[src/rtl/mem_arb_pkg.sv]
// Shared types and sizing helpers for the icache/dcache main-memory arbiter.
package mem_arb_pkg;

  typedef enum logic [1:0] {
    IDLE     = 2'd0,
    ISSUE    = 2'd1,
    WAIT_RSP = 2'd2,
    DRAIN    = 2'd3
  } arb_state_t;

  typedef enum logic {
    REQ_IC = 1'b0,
    REQ_DC = 1'b1
  } req_id_t;

  localparam int TIMER_W = 8;

  // mem_req_info layout, MSB first: {addr, is_store, line data}
  function automatic int info_w(input int addr_w, input int line_w);
    return addr_w + 1 + line_w;
  endfunction

  function automatic int store_bit(input int line_w);
    return line_w;
  endfunction

endpackage

[src/rtl/mem_req_slot.sv]
// One-entry pending request register; a new pulse beats the clear in the cycle
// the previous request is being answered.
module mem_req_slot #(
  parameter int W = 8
) (
  input  logic         clock,
  input  logic         reset,
  input  logic         set,
  input  logic [W-1:0] set_data,
  input  logic         clear,
  output logic         pending,
  output logic [W-1:0] data
);

  logic accept;

  assign accept = set && (!pending || clear);

  always_ff @(posedge clock) begin
    if (reset) begin
      pending <= 1'b0;
      data    <= '0;
    end else begin
      if (accept) begin
        pending <= 1'b1;
        data    <= set_data;
      end else if (clear) begin
        pending <= 1'b0;
      end
      // A pulse onto a busy, unanswered slot is dropped.
      assert (!(set && pending && !clear));
    end
  end

endmodule

[src/rtl/mem_arbiter.sv]
// Round-robin arbiter sharing one valid/ready memory port between the icache and
// dcache miss paths, with response routing and timeout-to-bus-error conversion.
module mem_arbiter
  import mem_arb_pkg::*;
#(
  parameter int ADDR_W         = 20,
  parameter int LINE_W         = 128,
  parameter int TIMEOUT_CYCLES = 255
) (
  input  logic                     clock,
  input  logic                     reset,
  input  logic                     ic_req_valid,
  input  logic [ADDR_W-1:0]        ic_req_addr,
  output logic                     ic_rsp_valid,
  output logic [LINE_W-1:0]        ic_rsp_data,
  output logic                     ic_rsp_bus_error,
  input  logic                     dc_req_valid,
  input  logic [ADDR_W+LINE_W:0]   dc_req_info,
  output logic                     dc_rsp_valid,
  output logic [LINE_W-1:0]        dc_rsp_data,
  output logic                     dc_rsp_bus_error,
  output logic                     mem_req_valid,
  input  logic                     mem_req_ready,
  output logic [ADDR_W+LINE_W:0]   mem_req_info,
  input  logic                     mem_rsp_valid,
  input  logic [LINE_W-1:0]        mem_rsp_data,
  input  logic                     mem_rsp_bus_error
);

  localparam int INFO_W = info_w(ADDR_W, LINE_W);
  localparam logic [TIMER_W-1:0] TIMER_LAST = TIMER_W'(TIMEOUT_CYCLES - 1);

  arb_state_t          state_reg;
  req_id_t             grant_reg;
  req_id_t             last_reg;
  logic [TIMER_W-1:0]  timer_reg;

  logic                ic_pending;
  logic                dc_pending;
  logic [ADDR_W-1:0]   ic_addr;
  logic [INFO_W-1:0]   dc_info;
  logic                ic_avail;
  logic                dc_avail;
  logic                timeout_hit;
  req_id_t             pick;
  logic [LINE_W-1:0]   rsp_data;
  logic                rsp_err;

  mem_req_slot #(.W(ADDR_W)) ic_slot (
    .clock    (clock),
    .reset    (reset),
    .set      (ic_req_valid),
    .set_data (ic_req_addr),
    .clear    (ic_rsp_valid),
    .pending  (ic_pending),
    .data     (ic_addr)
  );

  mem_req_slot #(.W(INFO_W)) dc_slot (
    .clock    (clock),
    .reset    (reset),
    .set      (dc_req_valid),
    .set_data (dc_req_info),
    .clear    (dc_rsp_valid),
    .pending  (dc_pending),
    .data     (dc_info)
  );

  // A slot whose answer is on the bus this cycle is about to clear; don't re-grant it.
  assign ic_avail    = ic_pending && !ic_rsp_valid;
  assign dc_avail    = dc_pending && !dc_rsp_valid;
  assign timeout_hit = (timer_reg == TIMER_LAST);
  assign rsp_data    = mem_rsp_valid ? mem_rsp_data : '0;
  assign rsp_err     = mem_rsp_valid ? mem_rsp_bus_error : 1'b1;

  always_comb begin
    pick = REQ_DC;
    if (ic_avail && dc_avail) begin
      pick = (last_reg == REQ_DC) ? REQ_IC : REQ_DC;
    end else if (ic_avail) begin
      pick = REQ_IC;
    end
  end

  always_ff @(posedge clock) begin
    if (reset) begin
      state_reg        <= IDLE;
      grant_reg        <= REQ_DC;
      last_reg         <= REQ_IC;
      timer_reg        <= '0;
      mem_req_valid    <= 1'b0;
      mem_req_info     <= '0;
      ic_rsp_valid     <= 1'b0;
      ic_rsp_data      <= '0;
      ic_rsp_bus_error <= 1'b0;
      dc_rsp_valid     <= 1'b0;
      dc_rsp_data      <= '0;
      dc_rsp_bus_error <= 1'b0;
    end else begin
      ic_rsp_valid <= 1'b0;
      dc_rsp_valid <= 1'b0;
      unique case (state_reg)
        IDLE: begin
          if (ic_avail || dc_avail) begin
            grant_reg     <= pick;
            mem_req_valid <= 1'b1;
            mem_req_info  <= (pick == REQ_IC) ? {ic_addr, 1'b0, {LINE_W{1'b0}}} : dc_info;
            state_reg     <= ISSUE;
          end
        end
        ISSUE: begin
          if (mem_req_ready) begin
            mem_req_valid <= 1'b0;
            timer_reg     <= '0;
            state_reg     <= WAIT_RSP;
          end
        end
        WAIT_RSP: begin
          timer_reg <= timer_reg + TIMER_W'(1);
          // A real response in the timeout cycle still wins over the forced error.
          if (mem_rsp_valid || timeout_hit) begin
            if (grant_reg == REQ_IC) begin
              ic_rsp_valid     <= 1'b1;
              ic_rsp_data      <= rsp_data;
              ic_rsp_bus_error <= rsp_err;
            end else begin
              dc_rsp_valid     <= 1'b1;
              dc_rsp_data      <= rsp_data;
              dc_rsp_bus_error <= rsp_err;
            end
            last_reg  <= grant_reg;
            state_reg <= mem_rsp_valid ? IDLE : DRAIN;
          end
        end
        DRAIN: begin
          if (mem_rsp_valid) begin
            state_reg <= IDLE;
          end
        end
        default: state_reg <= IDLE;
      endcase
      assert (!(mem_rsp_valid && (state_reg == IDLE || state_reg == ISSUE)));
    end
  end

endmodule

[config.mk]
export PLATFORM = sky130hd
export DESIGN_NAME = mem_arbiter
export DESIGN_NICKNAME = d
export VERILOG_FILES = /design/src/rtl/mem_arb_pkg.sv /design/src/rtl/mem_req_slot.sv /design/src/rtl/mem_arbiter.sv
export SDC_FILE = /design/constraint.sdc
export NUM_CORES = 1
export LEC_CHECK = 0
export ABC_AREA = 1
export CAP_MARGIN = 20
export CORE_AREA = 2 2 275 277
export DETAILED_ROUTE_END_ITERATION = 8
export DIE_AREA = 0 0 277 279
export HOLD_SLACK_MARGIN = 0.05
export PLACE_DENSITY = 0.54
export SLEW_MARGIN = 10
export SYNTH_ARGS = -nofsm -noshare
export SYNTH_HDL_FRONTEND = slang
export SYNTH_SLANG_ARGS = --single-unit
export TNS_END_PERCENT = 20
[constraint.sdc]
create_clock -name clock -period 1.9 [get_ports clock]
set_clock_uncertainty 0.05 [all_clocks]
set_input_delay 0.285 -clock clock [delete_from_list [all_inputs] [get_ports clock]]
set_output_delay 0.285 -clock clock [all_outputs]
set_load 0.005 [all_outputs]
==> results of run 1 <==
==> cell usage in the layout (no fill, tap or decap), types with 37 or more instances in the layout <==
cell type,count
nor2_1,514
buf_4,54
dlygate4sd2_1,97
o21ai_0,291
nand4_1,56
clkdlybuf4s50_1,582
nand2_1,715
dfxtp_1,586
buf_12,37
inv_1,297
clkbuf_16,69
a21oi_1,180
nand3_1,155
==> path summary, 6_finish.rpt <==
kind	start	endpoint	slack (ns)	cells after the start
hold reg to reg	dc_slot.data[76]	mem_req_info[76]	0.39	2
setup / recovery	dc_rsp_data[92]	dc_rsp_data[92]	0.04	1
hold / removal	mem_rsp_data[96]	ic_rsp_data[96]	0.19	3
setup reg to reg	state_reg[0]	dc_rsp_data[108]	0.14	7
==> power groups by stage <==
stage / Combinational, uW / Sequential (uW) / Clock [uW]
after floorplan: 2600 / 13900 / 0
after global placement: 5660 / 13900 / 0
after detailed placement: 5660 / 13900 / 0
after CTS: 5620 / 13700 / 13800
after global routing: 6130 / 13800 / 14300
final: 5560 / 13700 / 13400
==> metrics by stage <==
stage,hold WS (ns),cell area (um2)
final,0.193,33300
after global routing,0.206,33300
after CTS,0.161,33200
after detailed placement,0.393,31000
after global placement,0.390,31000
after floorplan,0.379,22400
==> kinds of logic (layout without fill, tap and decap cells) <==
group	count (synthesis)	count (layout)	synth area share (%)
fa+ha+maj	2	2	0.112
simple gates	1469	1469	26.6
other cells	0	5	0
flops	593	593	53.0
buf+inv	523	1231	9.34
compound gates	490	490	11.0
==> metal layers <==
| layer | vias up | global-route usage (%) | routed length (um) |
|---|---|---|---|
| met5 | - | 0 | 46 |
| met2 | 575 | 38.2 | 43500 |
| met3 | 118 | 7.13 | 6640 |
| li1 | 10900 | - | - |
| met1 | 10000 | 27.0 | 37200 |
| met4 | 8 | 6.58 | 2120 |
==> area by class of cell <==
type / instances / area (um2)
flip-flops and latches: 593 / 11900
diodes: 5 / 12.5
clock buffers: 99 / 2000
fillers: 7552 / 40700
clock inverters: 24 / 303
repair buffers: 808 / 8300
well taps: 969 / 1210
inverters: 300 / 1140
multi-input cells: 1961 / 8500
==> timing repair <==
item	4_1_cts	5_1_grt
hold buffers	2	0
setup endpoints to repair	100	142
endpoints found under the hold margin	9	0
gates resized for setup	100	39
==> results.md, run 1 <==
- Outcome: finished clean
- Max Slew Vio Count: 0
- Combinational share of power: 17.0%
- Min Clock Period, post-route: 1.86 ns
- Flop pwr share: 41.8%
- Psw: 9230 uW
- Post-synthesis cell count: just over 3000
- Largest net degree at the start of global routing: 134
- CP Capture Type: output pin
- Util after Layout: 45.0%
- Crit-path cells: clkdlybuf4s50_1
- CTS buffer count: 69
- Initial antenna violation count: 8
- Via count: 21700
- WP buf/inv: 1
- Initial core utilization: 30.3%
- Layout net count: 4039
- Residual DRC: 0
- First-pass DRT Iterations: 5
- Int Power: about 23000 uW
- Area contributors post-synth: dfxtp_1, nand2_1, nor2_1
- Primary FF master, synth: dfxtp_1
- Setup TNS: 0 ns
- Startpoint types: flop
- Sequential element share of the synthesized area: a little over half
- Gpl congestion: ~0.85
- Synth top area share: 53.0%
- Port-buffer cells: 713
- Synth unique cells: 26
- Sw Share: 28.2%
- CP arrival: ~1.5 ns
- Post-synth EDFFs: 0
- Worst path slowest cell: clkdlybuf4s50_1
- Die width: roughly 280 um
- Pre-CTS setup slack: 0.0642 ns
- Yosys reg bits: 593
- Row Count: 100
- Yosys warning total: 0
- Worst setup margin: about 0.035 ns
- Die footprint: 0.0773 mm2
- Type of the worst min-delay path: in2reg
- Worst slew pin tran: 0.718 ns
- First-pass GRT wire length: 134 mm
- Total grt overflow: 0
- CTS Buffer Depth: 3
- Share of cells above drive strength 1: 5.92%
- CTS tree: done
- Post-synth top area cell: dfxtp_1
- Post-Layout Cell Count: 4759
- Mapped Nets: approximately 3400
- CTS H-Tree Depth: 3
- Slew HR: 52.1%
- IO Pins: ~710
- Clock sinks: approximately 590
- Synth cell count leaders: nand2_1, dfxtp_1, nor2_1, inv_1, o21ai_0
- Final period utilization: between 90 and 100%
- DR WL/cell: roughly 19 um
- Final setup viols: 0
- Largest regs: dc_slot.data: 149 flops, mem_req_info: 149 flops
- CORE AREA: 0.0741 mm2
- Final hold vios: 0
- Most frequent cell after synthesis: nand2_1
- GR Util All Layers: approximately 22%
- Clock-pin slew on the worst setup and hold paths: 0.06 ns
- Starting DRT DRC Count: 1200
- Asr flop ratio synth: 0%
- CP max FO: 2
- Vias in the first global route: 20700
- Setup Fix Bufs, Post-CTS: 0
- Type of the worst setup path: reg2out
- Worst EP required: 1.56 ns
- PwrDens: 980 mW/mm2
- Mean Syn Cell Area: 7.28 um2
- DIE HEIGHT: 279 um
- CTS root buf: clkbuf_16
- Final wirelength: between 80 and 90 mm
- Clk_lat worst skew: 0.61 ns
- Routed Antenna Nets: 0
- Placed insts: 4629
- Area growth, synth to finish: 48.8%
- Leakage power: 0.0149 uW
- Clk pwr share: between 40% and 50%
- RSZ-0062 raised after global routing: false
- Fmax: 536 MHz
- Mapped Area: about 0.022 mm2
- CP max stage delay: about 0.56 ns
- Post-layout power: 32700 uW
- Dpl hpwl: 64.0 mm
- Max-Cap Viols: 0
- Via-per-instance ratio: approximately 4.6
- Crit path max-delay family: buffers and inverters
- Worst IR Drop VDD: 0.562 mV
Power figures use the tool's default switching activity.
==> run 2: changes to the inputs <==
Settings changed: MAX_ROUTING_LAYER set to met4.
Clock period 1.9 ns to 1.97 ns, I/O delays scaled along.
==> run 2 against run 1 <==
Against the previous run:
- clock power shrank 3%
- critical path depth is the same
- register-to-register slack gained 0.04 ns
- highest routed layer is now met4
- first-iteration DRC count grew 23%
- final area shrank 0.12%
- die area is the same
- sequential power shrank 4%
==> results.md, run 2 (synthesis gave the netlist of run 1 again) <==
- Outcome: finished clean
- Setup TNS: 0 ns (unchanged)
- Max-Cap Viols: 0 (unchanged)
- WP buf/inv: 1 (unchanged)
- Largest regs: dc_slot.data: 149 flops, mem_req_info: 149 flops
- CP max stage delay: 0.60 ns (+0.04 ns)
- Startpoint types: flop
- CORE AREA: 0.0741 mm2 (unchanged)
- DR WL/cell: 19.0 um (+0.85%)
- Total grt overflow: 0 (unchanged)
- Worst EP required: 1.62 ns (+0.06 ns)
- CTS Buffer Depth: 3 (unchanged)
- M2 GR Usage: 38.2% (about the same)
- DIE HEIGHT: 279 um (unchanged)
- Worst path slowest cell: clkdlybuf4s50_1
- First-pass GRT wire length: 133 mm (-0.36%)
- Via count: 21600 (-0.51%)
- CP Capture Type: output pin
- CP max FO: 2 (unchanged)
- CTS buffer count: 70 (+1.4%)
- Port-buffer cells: 713 (unchanged)
- Top Usage Layer GRT: met2
- Fillers: 7492 (-0.79%)
- First-pass DRT Iterations: 5 (unchanged)
- Pre-CTS setup slack: 0.0600 ns (-0.00420 ns)
- Clock sinks: 593 (unchanged)
- Die width: 277 um (unchanged)
- Vias in the first global route: 20500 (-0.71%)
- Final setup viols: 0 (unchanged)
- Final wirelength: 90.1 mm (+0.64%)
- Max Slew Vio Count: 0 (unchanged)
- CTS tree: done
- Type of the worst setup path: reg2out
- Leakage power: 0.0139 uW (-6.5%)
- Final period utilization: 97.5%
- Worst slew pin tran: 0.689 ns (-0.0292 ns)
- Worst IR Drop VDD: 0.591 mV (+5.2%)
- Most frequent cells in the layout: nand2_1, clkdlybuf4s50_1, dfxtp_1, nor2_1, inv_1
- Starting DRT DRC Count: 1473 (+23%)
- CTS H-Tree Depth: 3 (unchanged)
- Clk_lat worst skew: 0.60 ns (about the same)
- Multi-input gate area: 0.00850 mm2 (about the same)
- Initial antenna violation count: 6 (-2)
- Area growth, synth to finish: 48.6%
- Fmax: 521 MHz
- CP arrival: 1.57 ns (+0.04 ns)
- Crit-path cells: clkdlybuf4s50_1
- Initial core utilization: 30.3% (unchanged)
- Util after Layout: 45.0% (-0.056 points)
- Worst setup margin: 0.0499 ns (+0.0146 ns)
- Reg area: 0.0119 mm2 (about the same)
- Clock-pin slew on the worst setup and hold paths: 0.06 ns (about the same)
- Met1 Use GR: 27.5% (+0.42 points)
- Met3 Use GR: 6.65% (-0.48 points)
- Commonest non-fill, non-tap cell in the layout: nand2_1
- Layout net count: 4028 (-0.27%)
- Dpl hpwl: 63.2 mm (-1.3%)
- CTS root buf: clkbuf_16
- Die footprint: 0.0773 mm2 (unchanged)
- Via-per-instance ratio: 4.54 (-0.30%)
- IO Pins: 714 (unchanged)
- Crit path max-delay family: buffers and inverters
- Gpl congestion: 0.857 (+0.50%)
- Min Clock Period, post-route: 1.92 ns
- Largest net degree at the start of global routing: 113 (-16%)
- PwrDens: 948 mW/mm2 (-3.2%)
- RSZ-0062 raised after global routing: false
- Post-layout power: 31600 uW (-3.3%)
- Share of cells above drive strength 1: 5.41% (-0.51 points)
- Row Count: 100 (unchanged)
- Residual DRC: 0 (unchanged)
- Slew HR: 54.1% (+1.9 points)
- Routed Antenna Nets: 0 (unchanged)
- GR Util All Layers: 23.0% (+0.59 points)
- Final hold vios: 0 (unchanged)
- Type of the worst min-delay path: in2reg
==> run 2: metrics by stage <==
stage | cell area (um2) | hold WS [ns] | std cells
6_report | 33300 | 0.151 | 4749
5_1_grt | 33300 | 0.156 | 4749
4_1_cts | 33100 | 0.0922 | 4735
3_5_place_dp | 30800 | 0.387 | 4610
3_3_place_gp | 30800 | 0.383 | 4610
2_1_floorplan | 22400 | 0.379 | 3077
==> run 2: final timing paths <==
| path | to | cells after the start | slack [ns] | from |
|---|---|---|---|---|
| worst max-delay path | ic_rsp_data[69] | 1 | 0.05 | ic_rsp_data[69] |
| worst min-delay path | ic_rsp_bus_error | 4 | 0.15 | mem_rsp_valid |
| worst min register to register | mem_req_info[65] | 2 | 0.39 | dc_slot.data[65] |
| worst max register to register | ic_rsp_data[28] | 11 | 0.18 | timer_reg[0] |
==> run 2: final cells by class <==
cell class	count	area share, %
diodes	6	0.0451
clock buffers	111	6.36
clock inverters	13	0.537
inverters	300	3.41
multi-input cells	1961	25.5
flip-flops and latches	593	35.7
well taps	969	3.64
repair buffers	796	24.8
==> run 2: tightest hold or removal path, stage by stage <==
cell	delay, ns
buf_4	0.13
inv_1	0.11
nor2_1	0.13
o21ai_1	0.08
==> run 2: repair_timing <==
item / CTS / global route
resized for setup: 9 / 8
pin swaps: 0 / 3
hold endpoints to repair: 9 / 0
setup buffers: 0 / 5
gates cloned: 0 / 3
endpoints found under the setup margin: 9 / 172
hold buffers: 1 / 0
==> run 2: report_power, final <==
part | total (uW) | switching, uW | internal, uW | leakage, uW
registers | 13200 | 390 | 12800 | 0.00483
clock network | 13000 | 5320 | 7680 | 0.00113
logic | 5410 | 2980 | 2430 | 0.00795
==> run 2: per-layer routing <==
layer	vias to the layer above	routed length, um
li1	10900	-
met1	9904	37800
met2	634	43800
met3	86	6820
met4	0	1640
met5	-	0
